===== src/rtl/calc_pkg.sv =====
// calc_pkg: constants and types shared by the calculator display stage.
//   ST_ERROR   - status code that replaces the value with an 'E' glyph
//   MAX_VALUE  - largest value that fits on eight decimal digits
//   SEG_*      - active-low {g,f,e,d,c,b,a} glyphs for non-numeric symbols
//   state_t    - conversion FSM states
package calc_pkg;

    localparam logic [1:0]  ST_ERROR  = 2'b01;
    localparam logic [26:0] MAX_VALUE = 27'd99_999_999;

    localparam logic [6:0]  SEG_BLANK = 7'h7F;
    localparam logic [6:0]  SEG_DASH  = 7'b0111111;
    localparam logic [6:0]  SEG_E     = 7'b0000110;

    typedef enum logic [1:0] {
        S_IDLE,
        S_SHIFT,
        S_COMMIT
    } state_t;

endpackage


===== src/rtl/seg7_encode.sv =====
// seg7_encode: combinational BCD digit to seven-segment glyph.
//   bcd  in  4 : decimal digit 0..9
//   seg  out 7 : active-low {g,f,e,d,c,b,a}; codes above 9 give a blank glyph
module seg7_encode
    import calc_pkg::*;
(
    input  logic [3:0] bcd,
    output logic [6:0] seg
);

    always_comb begin
        seg = SEG_BLANK;
        case (bcd)
            4'd0: seg = 7'b1000000;
            4'd1: seg = 7'b1111001;
            4'd2: seg = 7'b0100100;
            4'd3: seg = 7'b0110000;
            4'd4: seg = 7'b0011001;
            4'd5: seg = 7'b0010010;
            4'd6: seg = 7'b0000010;
            4'd7: seg = 7'b1111000;
            4'd8: seg = 7'b0000000;
            4'd9: seg = 7'b0010000;
            default: seg = SEG_BLANK;
        endcase
    end

endmodule


===== src/rtl/calc_display.sv =====
// calc_display: converts the calculator's binary result to decimal with a
// serial double-dabble engine and drives eight active-low seven-segment
// displays. The panel is rewritten only once a full conversion has finished.
//   clock     in  1            : system clock, rising edge
//   reset     in  1            : synchronous, active-high
//   digits    in  IN_W         : unsigned binary value
//   status    in  2            : ST_ERROR shows 'E', any other code shows the value
//   displays  out NUM_DISP x 7 : active-low {g,f,e,d,c,b,a}, [0] = least significant
//   busy      out 1            : conversion in flight
module calc_display
    import calc_pkg::*;
#(
    parameter int NUM_DISP = 8,
    parameter int IN_W     = 27
) (
    input  logic                     clock,
    input  logic                     reset,
    input  logic [IN_W-1:0]          digits,
    input  logic [1:0]               status,
    output logic [NUM_DISP-1:0][6:0] displays,
    output logic                     busy
);

    localparam int         BCD_W    = 4 * NUM_DISP;
    localparam logic [4:0] CNT_INIT = 5'(IN_W - 1);

    state_t                   state;
    state_t                   state_next;
    logic [4:0]               cnt;
    logic                     dirty;
    logic [1:0]               snap_status;
    logic [IN_W-1:0]          snap_digits;
    logic [IN_W-1:0]          bin;
    logic [BCD_W-1:0]         bcd;
    logic                     start;
    logic [NUM_DISP-1:0][6:0] glyph;
    logic [NUM_DISP-1:0][6:0] disp_next;
    logic [NUM_DISP-1:0]      keep;

    // Add 3 to every nibble of 5 or more so the following left shift
    // carries correctly into the next decimal digit.
    function automatic logic [BCD_W-1:0] dabble_adj(input logic [BCD_W-1:0] v);
        logic [BCD_W-1:0] r;
        r = v;
        for (int k = 0; k < NUM_DISP; k++) begin
            if (v[4*k +: 4] >= 4'd5)
                r[4*k +: 4] = v[4*k +: 4] + 4'd3;
        end
        return r;
    endfunction

    // A conversion starts after reset (dirty) or whenever the inputs no
    // longer match what was last converted; changes while busy are
    // therefore picked up on the first idle cycle.
    assign start = (state == S_IDLE) &&
                   (dirty || ({status, digits} != {snap_status, snap_digits}));
    assign busy  = (state != S_IDLE);

    always_comb begin
        state_next = state;
        case (state)
            S_IDLE:   if (start) state_next = S_SHIFT;
            S_SHIFT:  if (cnt == 5'd0) state_next = S_COMMIT;
            S_COMMIT: state_next = S_IDLE;
            default:  state_next = S_IDLE;
        endcase
    end

    always_ff @(posedge clock) begin
        if (reset) begin
            state       <= S_IDLE;
            cnt         <= '0;
            dirty       <= 1'b1;
            snap_status <= '0;
            snap_digits <= '0;
            displays    <= {NUM_DISP{SEG_BLANK}};
        end else begin
            state <= state_next;
            if (start) begin
                snap_status <= status;
                snap_digits <= digits;
                dirty       <= 1'b0;
                cnt         <= CNT_INIT;
            end else if (state == S_SHIFT) begin
                cnt <= cnt - 5'd1;
            end
            if (state == S_COMMIT)
                displays <= disp_next;
        end
    end

    // Datapath registers are fully reloaded at every start, so they carry
    // no reset.
    always_ff @(posedge clock) begin
        if (start) begin
            bin <= digits;
            bcd <= '0;
        end else if (state == S_SHIFT) begin
            {bcd, bin} <= {dabble_adj(bcd), bin} << 1;
        end
    end

    // Digit i is shown when it or any more significant digit is nonzero;
    // digit 0 is always shown so a zero value displays '0'.
    for (genvar i = 0; i < NUM_DISP; i++) begin : g_digit
        seg7_encode u_enc (
            .bcd (bcd[4*i +: 4]),
            .seg (glyph[i])
        );
        if (i == 0) begin : g_lsd
            assign keep[i] = 1'b1;
        end else begin : g_upper
            assign keep[i] = |bcd[BCD_W-1:4*i];
        end
    end

    // The range test uses the binary snapshot because the BCD register
    // overflows silently for values of nine or more decimal digits.
    always_comb begin
        disp_next = {NUM_DISP{SEG_BLANK}};
        if (snap_status == ST_ERROR) begin
            disp_next[0] = SEG_E;
        end else if (snap_digits > IN_W'(MAX_VALUE)) begin
            disp_next = {NUM_DISP{SEG_DASH}};
        end else begin
            for (int i = 0; i < NUM_DISP; i++) begin
                if (keep[i])
                    disp_next[i] = glyph[i];
            end
        end
    end

endmodule


===== config.mk =====
export PLATFORM = sky130hd
export DESIGN_NAME = calc_display
export DESIGN_NICKNAME = d
export VERILOG_FILES = /design/src/rtl/calc_pkg.sv /design/src/rtl/seg7_encode.sv /design/src/rtl/calc_display.sv
export SDC_FILE = /design/constraint.sdc
export NUM_CORES = 1
export LEC_CHECK = 0
export BUFFER_PORTS_ARGS = -buffer_cell sky130_fd_sc_hd__clkbuf_2
export CORE_MARGIN = 1
export CORE_UTILIZATION = 54
export CTS_CLUSTER_DIAMETER = 120
export DETAILED_ROUTE_END_ITERATION = 16
export GPL_TIMING_DRIVEN = 0
export PLACE_DENSITY = 0.76
export RECOVER_POWER = 25
export SYNTH_ARGS = -nofsm -noshare
export SYNTH_HDL_FRONTEND = slang
export SYNTH_SLANG_ARGS = --single-unit

===== constraint.sdc =====
create_clock -name clock -period 3 [get_ports clock]
set_input_delay 0.6 -clock clock [delete_from_list [all_inputs] [get_ports clock]]
set_output_delay 0.6 -clock clock [all_outputs]
set_load 0.05 [all_outputs]

==> metrics.md <==
| Metric | Value |
|---|---|
| Crit. Startpoint | snap_digits[9]$_SDFFE_PP0P_ |
| Critical Path End Type | flip-flop |
| Largest net degree at the start of global routing | 28 |
| Mux share of post-synthesis cell area | 0.00104 |
| Async SR Flop Fraction | 0 |
| Post-synthesis simple-gate area fraction | 0.163 |
| Synth cell count leaders | nand2_1, dfxtp_1, a21oi_1 |
| Synth area leader | dfxtp_1 |
| Worst EP arrival | ~3.3 ns |
| Seq cells post-synth | 208 |
| Hold slack | around 0.35 ns |
| Tmin final | about 2.9 ns |
| Clk Tree Root Cell | clkbuf_16 |
| Most common cell in the netlist | nand2_1 |
| Post-DRT Antenna Nets | 0 |
| Synth Warn # | 0 |
| Starting Density | 0.553 |
| Chip width | around 140 µm |
| Vias in the first global route | between 7k and 8k |
| Final period util | 0.962 |
| Share of the synthesized area in the top cell type | 0.377 |
| GRT Total Usage | 0.270 |
| Num CTS Buffers | 22 |
| Syn Inst Count | ~1.1k |
| Post-Synth XOR/XNOR Area | 0.0365 |
| Critical path type | reg2reg |
| Status | finished clean |
| VDD IR max | roughly 0.00048 V |
| Routability congestion estimate from global placement | roughly 0.9 |
| Num ports | 88 |
| Design area | 0.0110 mm² |
| GRT overflow | 0 |
| Clock tree from TritonCTS | done |
| DRT iter0 DRCs | 620 |
| Number of antenna violations at the first check in global routing | 0 |
| Die ar. | between 0.015 and 0.02 mm² |
| Via Count | 8,132 |
| FF-to-FF Start | snap_digits[9]$_SDFFE_PP0P_ |
| PD cells | around 630 mW/mm² |
| Worst Path Required | around 3.4 ns |
| Clock sinks | about 210 |
| Area growth syn-to-layout | 14.9% |
| CP max stage cell | nor4_2 |
| Mean Syn Cell Area | roughly 9.0 µm² |
| Share of post-route cells with drive strength above 1 | 0.0867 |
| # diodes | 0 |
| Synth Area in Compound Gates | 0.210 |
| Clk buf depth | 3 |
| Row cnt | 48 |
| Nets@finish | about 1.3k |
| Synthesized area | 0.00960 mm² |
| Setup Viol. Count Final | 0 |
| I/O Buffers | 87 |
| HP Start | status[0] |
| Top FF cell, synth | dfxtp_1 |
| Main area contributors after synthesis | dfxtp_1, edfxtp_1, ha_1, nand2_1, o22a_1 |
| Placed Area | between 0.01 and 0.015 mm² |
| Part of the Yosys area used for sequential elements | 0.462 |
| Netlist cell types | between 60 and 70 |
| Global-route wire length before repair | roughly 39,000 µm |
| CP peak stage delay | a little over 0.4 ns |
| Max Cap Violations | 0 |
| DP HPWL | approximately 17,000 µm |
| Rel. slew slack | 0.378 |
| Vias/cell | approximately 5.7 |
| Fmax | 0.346 GHz |
| Clk pin slew, worst setup/hold paths | about 0.06 ns |
| Core Util, Final | 0.636 |
| Syn nets | between 1k and 1.5k |
| Htree depth | 1 |
| DRT Pass-1 Iters | 5 |
| Post-synth EDFFs | 27 |
| Largest family of logic cells by synthesized area | compound AO/OA/AOI/OAI gates |
| Die H | between 100 and 150 µm |
| Fin. Hold Viols | 0 |
| RSZ-0062 raised after global routing | yes |
| Hold buffers post-CTS | 0 |
| Worst Path Max Fanout | 10 |
| Routed wire per std cell | approximately 17 µm |
| Post-route DRC | 0 |
| Post-synthesis adder-cell area fraction | 0.0834 |
| Routed wire length | between 20,000 and 25,000 µm |
| Tightest Pin Transition | 0.932 ns |
| Leakage | roughly 4.6 nW |
| Core ar. | ~0.017 mm² |
| Critical Path Source Type | flip-flop |
| Skew-Pair Late Insertion Delay | between 0.5 and 0.6 ns |
| Pins over their slew limit | 0 |
| Clk_skew | roughly 0.016 ns |
| Worst hold path class | in2reg |
| Crit-path cells | xor2_1 -> nor4_2 -> nand4_1 -> o21a_4 -> buf_2 -> a21oi_2 -> inv_1 -> ha_1 -> nand2_1 -> o21ai_0 -> a221oi_1 |
-- cell families after synthesis --
group           Yosys count
flops                   208
fa+ha+maj                64
buf+inv                 108
simple gates            353
xor+xnor                 40
compound gates          298
mux                       1
-- sequential cells by signal (all words and copies together) (netlist names) --
register	flops
bcd	32
displays	56
dirty	1
snap_status	2
state	2
bin	27
cnt	5
g_digit.u_enc.seg	56
snap_digits	27
-- worst max-delay path: cells and delay by family, from the launching register on --
kind	cells	cell delay [ns]
xor gates and xnor gates	1	0.20
DFF	1	0.33
buffers and inverters	2	0.37
AOI/OAI and AO/OA	4	0.93
adders and majority gates	1	0.22
and+or+nand+nor	3	0.74
-- through the flow --
stage | setup slack (ns) | TNS [ns] | instances | total power [mW]
2_1_floorplan | 0.0749 | 0 | 1072 | 3.97
3_3_place_gp | -1.69 | -96.50 | 1384 | 4.32
3_5_place_dp | -1.81 | -106.50 | 1384 | 4.35
4_1_cts | 0.00810 | 0 | 1421 | 6.93
5_1_grt | -0.0673 | -0.206 | 1424 | 7.20
6_report | 0.113 | 0 | 1424 | 6.92
-- metal layers --
metal	global-route usage	part of all wire	up-vias
met3	0.0408	0.067	54
met5	0	0	-
met1	0.345	0.43	3802
met4	0.0986	0.029	0
li1	-	-	3977
met2	0.460	0.47	299
-- timing repair --
item / 4_1_cts / 5_1_grt
buffers inserted: 0 / 4
pin swaps: 0 / 2
endpoints found under the setup margin: 85 / 27
resized for setup: 15 / 14
-- worst paths after layout --
| kind | slack [ns] | to | depth (start not counted) |
|---|---|---|---|
| max | 0.11 | g_digit[1].u_enc.seg[4]$_DFF_P_ | 11 |
| min | 0.35 | snap_status[0]$_SDFFE_PP0P_ | 3 |
| max reg2reg | 0.11 | g_digit[1].u_enc.seg[4]$_DFF_P_ | 11 |
| min reg2reg | 0.43 | displays[7]$_SDFFE_PP1N_ | 1 |
-- report_power, final --
part           total (mW)  switching [mW]  internal [mW]
Sequential           3.18           0.106           3.07
Clock                2.59            1.07           1.52
Combinational        1.15           0.788          0.367
-- final cells by class --
class	instances	area, µm²
repair buffers	91	397
flip-flops and latches	208	4430
well taps	225	282
plain buffers	46	214
multi-input cells	756	4810
clock buffers	33	623
inverters	59	221
clock inverters	6	55.1
fillers	1506	6320
-- layout by cell type, fill, tap and decap left out, types with 5 or more instances in the layout --
| cell type | n |
|---|---|
| o21ai_1 | 6 |
| buf_4 | 9 |
| xnor2_1 | 9 |
| inv_1 | 59 |
| nor3b_1 | 6 |
| a221oi_1 | 7 |
| and2_1 | 12 |
| clkbuf_16 | 23 |
| dfxtp_1 | 181 |
| buf_2 | 8 |
| nand2b_1 | 20 |
| a2bb2oi_1 | 7 |
| clkinv_2 | 5 |
| clkbuf_1 | 89 |
| o22ai_1 | 7 |
| ha_1 | 64 |
| a21o_1 | 6 |
| clkbuf_2 | 33 |
| o2bb2ai_1 | 5 |
| a22oi_1 | 11 |
| a211oi_1 | 20 |
| nand3_1 | 11 |
| a21oi_2 | 6 |
| a21oi_1 | 74 |
| nor3_1 | 11 |
| and3_1 | 6 |
| nor4_1 | 6 |
| nor2_1 | 69 |
| o21ai_0 | 57 |
| o22a_1 | 46 |
| nand2_1 | 183 |
| nor2b_1 | 9 |
| o21a_1 | 5 |
| edfxtp_1 | 27 |
| a22o_1 | 6 |
| xor2_1 | 31 |
Power figures use the tool's default switching activity.
